`src/rtl/row_router_ctrl.sv`:
```
// Tile sequencer for a bank of row routers sharing one SRAM read port:
// it runs clear, MPP load, address sweep, MISO drain and done for each tile.
module row_router_ctrl #(
  parameter int NUM_ROUTERS = 3,
  parameter int ADDR_WIDTH  = 8
) (
  input  logic                   i_clk,
  input  logic                   i_rst,
  input  logic                   i_start,
  input  logic [ADDR_WIDTH-1:0]  i_addr_start,
  input  logic [ADDR_WIDTH-1:0]  i_addr_end,
  input  logic                   i_ag_valid,
  input  logic [NUM_ROUTERS-1:0] i_mpp_empty,
  input  logic [NUM_ROUTERS-1:0] i_miso_empty,
  input  logic                   i_pop_ready,
  output logic                   o_reg_clear,
  output logic                   o_mpp_write_en,
  output logic                   o_sram_rd_en,
  output logic [ADDR_WIDTH-1:0]  o_sram_addr,
  output logic                   o_ac_en,
  output logic [ADDR_WIDTH-1:0]  o_ac_addr,
  output logic                   o_miso_pop_en,
  output logic                   o_busy,
  output logic                   o_done,
  output logic                   o_miss
);

  typedef enum logic [2:0] {
    S_IDLE,
    S_CLEAR,
    S_LOAD,
    S_FETCH,
    S_FLUSH,
    S_POP,
    S_DONE
  } state_t;

  state_t                  state_q, state_d;
  logic [ADDR_WIDTH-1:0]   cnt_q, cnt_d;
  logic [ADDR_WIDTH-1:0]   end_q, end_d;
  logic                    miss_q, miss_d;
  logic                    ac_en_q, ac_en_d;
  logic [ADDR_WIDTH-1:0]   ac_addr_q, ac_addr_d;

  logic                    rd_en;
  logic                    wr_en;
  logic                    pop_en;
  logic                    all_mpp_empty;
  logic                    all_miso_empty;

  assign all_mpp_empty  = &i_mpp_empty;
  assign all_miso_empty = &i_miso_empty;

  always_comb begin
    state_d = state_q;
    cnt_d   = cnt_q;
    end_d   = end_q;
    miss_d  = miss_q;
    rd_en   = 1'b0;
    wr_en   = 1'b0;
    pop_en  = 1'b0;

    unique case (state_q)
      S_IDLE: begin
        if (i_start) begin
          cnt_d   = i_addr_start;
          // An inverted range collapses to a single-address sweep.
          end_d   = (i_addr_end < i_addr_start) ? i_addr_start : i_addr_end;
          miss_d  = 1'b0;
          state_d = S_CLEAR;
        end
      end

      S_CLEAR: begin
        state_d = S_LOAD;
      end

      S_LOAD: begin
        wr_en = i_ag_valid;
        if (i_ag_valid) begin
          state_d = S_FETCH;
        end
      end

      S_FETCH: begin
        if (all_mpp_empty) begin
          state_d = S_FLUSH;
        end else begin
          rd_en = 1'b1;
          if (cnt_q == end_q) begin
            // Counter parks on the last address so a sweep ending at the
            // top of the address space never wraps.
            state_d = S_FLUSH;
            miss_d  = miss_q | ~all_mpp_empty;
          end else begin
            cnt_d = cnt_q + ADDR_WIDTH'(1);
          end
        end
      end

      S_FLUSH: begin
        state_d = S_POP;
      end

      S_POP: begin
        pop_en = i_pop_ready & ~all_miso_empty;
        if (all_miso_empty) begin
          state_d = S_DONE;
        end
      end

      S_DONE: begin
        state_d = S_IDLE;
      end

      default: begin
        state_d = S_IDLE;
      end
    endcase
  end

  // Comparator side sees each read one cycle later, matching SRAM latency.
  always_comb begin
    ac_en_d   = rd_en;
    ac_addr_d = rd_en ? cnt_q : ac_addr_q;
  end

  always_ff @(posedge i_clk or posedge i_rst) begin
    if (i_rst) begin
      state_q   <= S_IDLE;
      cnt_q     <= '0;
      end_q     <= '0;
      miss_q    <= 1'b0;
      ac_en_q   <= 1'b0;
      ac_addr_q <= '0;
    end else begin
      state_q   <= state_d;
      cnt_q     <= cnt_d;
      end_q     <= end_d;
      miss_q    <= miss_d;
      ac_en_q   <= ac_en_d;
      ac_addr_q <= ac_addr_d;
    end
  end

  assign o_reg_clear    = (state_q == S_CLEAR);
  assign o_mpp_write_en = wr_en;
  assign o_sram_rd_en   = rd_en;
  assign o_sram_addr    = rd_en ? cnt_q : '0;
  assign o_ac_en        = ac_en_q;
  assign o_ac_addr      = ac_addr_q;
  assign o_miso_pop_en  = pop_en;
  assign o_busy         = (state_q != S_IDLE);
  assign o_done         = (state_q == S_DONE);
  assign o_miss         = miss_q;

endmodule
```
`config.mk`:
```
export PLATFORM = sky130hd
export DESIGN_NAME = row_router_ctrl
export DESIGN_NICKNAME = d
export VERILOG_FILES = /design/src/rtl/row_router_ctrl.sv
export SDC_FILE = /design/constraint.sdc
export NUM_CORES = 1
export LEC_CHECK = 0
export BUFFER_PORTS_ARGS = -buffer_cell sky130_fd_sc_hd__buf_4
export CORE_ASPECT_RATIO = 0.75
export CORE_MARGIN = 10
export CORE_UTILIZATION = 45
export CTS_CLUSTER_DIAMETER = 120
export DETAILED_ROUTE_END_ITERATION = 10
export PLACE_DENSITY_LB_ADDON = 0.3
export SYNTH_ARGS = -nofsm -noshare
export SYNTH_HDL_FRONTEND = slang
export SYNTH_SLANG_ARGS = --single-unit
```
`constraint.sdc`:
```
create_clock -name i_clk -period 1.95 [get_ports i_clk]
set_input_delay 0.39 -clock i_clk [delete_from_list [all_inputs] [get_ports i_clk]]
set_output_delay 0.39 -clock i_clk [all_outputs]
set_load 0.05 [all_outputs]
```
==> results.py <==
metrics = {
    "logic_synthesis": {
        "syn-num-nets": 230,
        "yosysMostFrequentCell": "dfrtp_1",
        "netlist_area_um2": 1830,
        "synth_top_cell_area_share": 0.396,
        "synth_common_cells": "29 x dfrtp_1, 20 x nand2_1, 15 x inv_1, 11 x o21ai_1, 10 x a21oi_1",
        "yosysTopAreaCell": "dfrtp_1",
        "ys.warnings.count": 0,
        "syn_inst": 195,
        "synth_cell_type_count": 47,
        "synth.area.top_cells": "dfrtp_1 40%, ha_1 5.5%, mux2i_1 4.4%, nand2_1 4.1%, xnor2_1 3.8%",
        "synth-async-reset-ratio": 1.00,
        "synth_edf_count": 0,
        "ys.flop_type": "dfrtp_1",
        "ys_ff_latch": 29,
        "syn_area_per_cell_um2": 9.39,
        "synth-seq-area-share": 0.396,
    },
    "pwr": {
        "p_per_area_nw_per_um2": 1700,
        "power.leakage_uw": 0.00121,
        "vdd_drop_max_mv": 1.16,
    },
    "drt": {
        "drt_iter0_drc": 91,
        "dr.pass1.iters": 4,
        "drt-total-wl_um": 4820,
        "drc": 0,
        "vias": 1642,
        "vias_per_cell": 5.25,
        "wl_per_cell_um": 15.4,
        "ant_nets": 0,
    },
    "floorplanning": {
        "start_util": 0.485,
        "core-area_um2": 3780,
        "die_h_um": 75.3,
        "fp.dieW_um": 93.7,
        "pin_count": 51,
        "die_area_um2": 7050,
        "fp-row-count": 19,
    },
    "worst_hold_path": {
        "hp-class": "in -> async",
    },
    "clock_network": {
        "cts_tree": "done",
        "root_buffer": "clkbuf_8",
        "cts_num_sinks": 29,
        "clockBufferDepth": 2,
        "clk_latency_ps": 280,
        "clk_pin_slew_ps": 60,
        "htreeDepth": 2,
        "cts_buffers": 5,
    },
    "place": {
        "place_area_um2": 2340,
        "numPortBuffers": 50,
        "dp_hpwl_um": 3700,
        "place_inst": 303,
        "gp_congestion": 0.789,
    },
    "worst_setup_path": {
        "cp.arrival_ps": 1470,
        "cp-end-kind": "output port",
        "crit_path_start_kind": "flip-flop",
        "r2r_slack_ps": 160,
        "worstPathRequired_ps": 1560,
        "criticalPathCategory": "reg -> out",
        "worstPathMaxFanout": 6,
    },
    "finish": {
        "fin_util": 0.654,
        "post_route_cells_drive_above_1_share": 0.360,
        "fin_cells": 313,
        "syn_to_final_growth_pct": 34.9,
        "design_area_um2": 2470,
        "antennaDiodeCount": 0,
        "nets": 296,
    },
    "global_route": {
        "antenna_found_initial": 0,
        "grt-ovfl-total": 0,
        "grt_pass1_vias": 1645,
        "grt_max_degree": 30,
        "grt_pass1_wl_um": 7960,
        "grtUsageTotal": 0.142,
    },
    "timing": {
        "tightest_slew_ps": 402,
        "hold_viol": 0,
        "finalSetupViolations": 0,
        "tns_ps": 0,
        "skew_ps": 5.29,
        "rsz0062_at_grt": "false",
        "period_minus_slack_ps": 1860,
        "fmax_mhz": 538,
        "fin_crit_sh": 0.954,
        "relSlewSlack": 0.731,
        "slew_violations": 0,
    },
    "status": {
        "outcome": "finished, final reports clean",
    },
    "flow_run": {
        "max-cap-violations": 0,
    },
}
-- registers in the layout, summed over array words and instances (netlist names) --
name / count
o_miss: 1
cnt_q: 8
state_q: 3
end_q: 8
o_ac_en: 1
o_ac_addr: 8
-- logic make-up (layout without fill, tap and decap cells) --
family | after synthesis | after routing | share of synthesized area
AOI/OAI and AO/OA | 50 | 50 | 0.190
xor gates and xnor gates | 8 | 8 | 0.0383
adders and majority gates | 8 | 8 | 0.0546
buffers and inverters | 24 | 90 | 0.0567
DFF | 29 | 29 | 0.396
muxes | 14 | 14 | 0.0806
and+or+nand+nor | 62 | 62 | 0.184
-- layout make-up --
type / count / area (um^2)
Fill cell: 314 / 1310
Multi-Input combinational cell: 142 / 1020
Sequential cell: 29 / 727
Timing Repair Buffer: 68 / 514
Clock buffer: 7 / 86.3
Tap cell: 52 / 65.1
Inverter: 15 / 56.3
-- final timing paths --
kind,start,cells past startpoint,end
max,state_q[1],4,o_busy
min,i_rst,3,state_q[1]
max reg2reg,cnt_q[1],6,cnt_q[7]
min reg2reg,o_ac_addr[2],1,o_ac_addr[2]
max in group asynchronous,i_rst,3,state_q[1]
min in group i_clk,i_addr_end[0],3,end_q[0]
-- critical path, cell delays in order (launching register included) --
cell and delay (ps):
dfrtp_2 460, buf_4 170, nor3_4 250, inv_1 110, buf_4 200
-- where the power goes --
part,switching (uW),leakage (uW),internal [uW]
registers,245,0.000357,885
clock network,218,0.0000443,279
logic,1560,0.000804,1000
total,2030,0.00121,2160
-- stage by stage --
stage / setup WS [ps] / power [uW] / hold WS [ps]
3_3_place_gp: 18.0 / 3570 / 491
3_5_place_dp: -27.8 / 3630 / 491
6_report: 90.6 / 4190 / 183
2_1_floorplan: -377 / 2910 / 468
5_1_grt: 4.25 / 4500 / 216
4_1_cts: 8.07 / 4190 / 191
-- cells in the final DEF, fill, tap and decap left out, types with 2 or more instances in the layout --
cell      synthesis  layout
a211oi_2          2       2
a21oi_1          10      10
a31oi_1           3       2
and2_1            8       4
and2_2            0       4
and3_1            2       2
buf_4             0      65
buf_6             1       2
clkbuf_8          0       6
dfrtp_1          29      28
ha_1              8       8
inv_1            15      15
mux2_2            6       6
mux2i_1           8       8
nand2_1          20      20
nand2b_1          2       2
nand3_1           4       4
nand4_1           3       3
nor2_1            7       7
nor3_1            5       5
o21ai_0           6       6
o21ai_1          11      11
o22a_1            3       3
o311a_1           2       2
xnor2_1           8       8
-- metal layers --
| metal | track usage | part of all wire |
|---|---|---|
| met5 | 0 | 0 |
| met4 | 0.0605 | 0.015 |
| met2 | 0.219 | 0.45 |
| met1 | 0.173 | 0.45 |
| met3 | 0.0576 | 0.082 |
-- repair_timing --
action                     4_1_cts  5_1_grt
cloned                           0        0
hold buffers                     0        0
setup buffers                    2        1
pin swaps                        0        1
resized for setup                3        3
setup endpoints to repair       10        8
(Power assumes the default switching activity.)
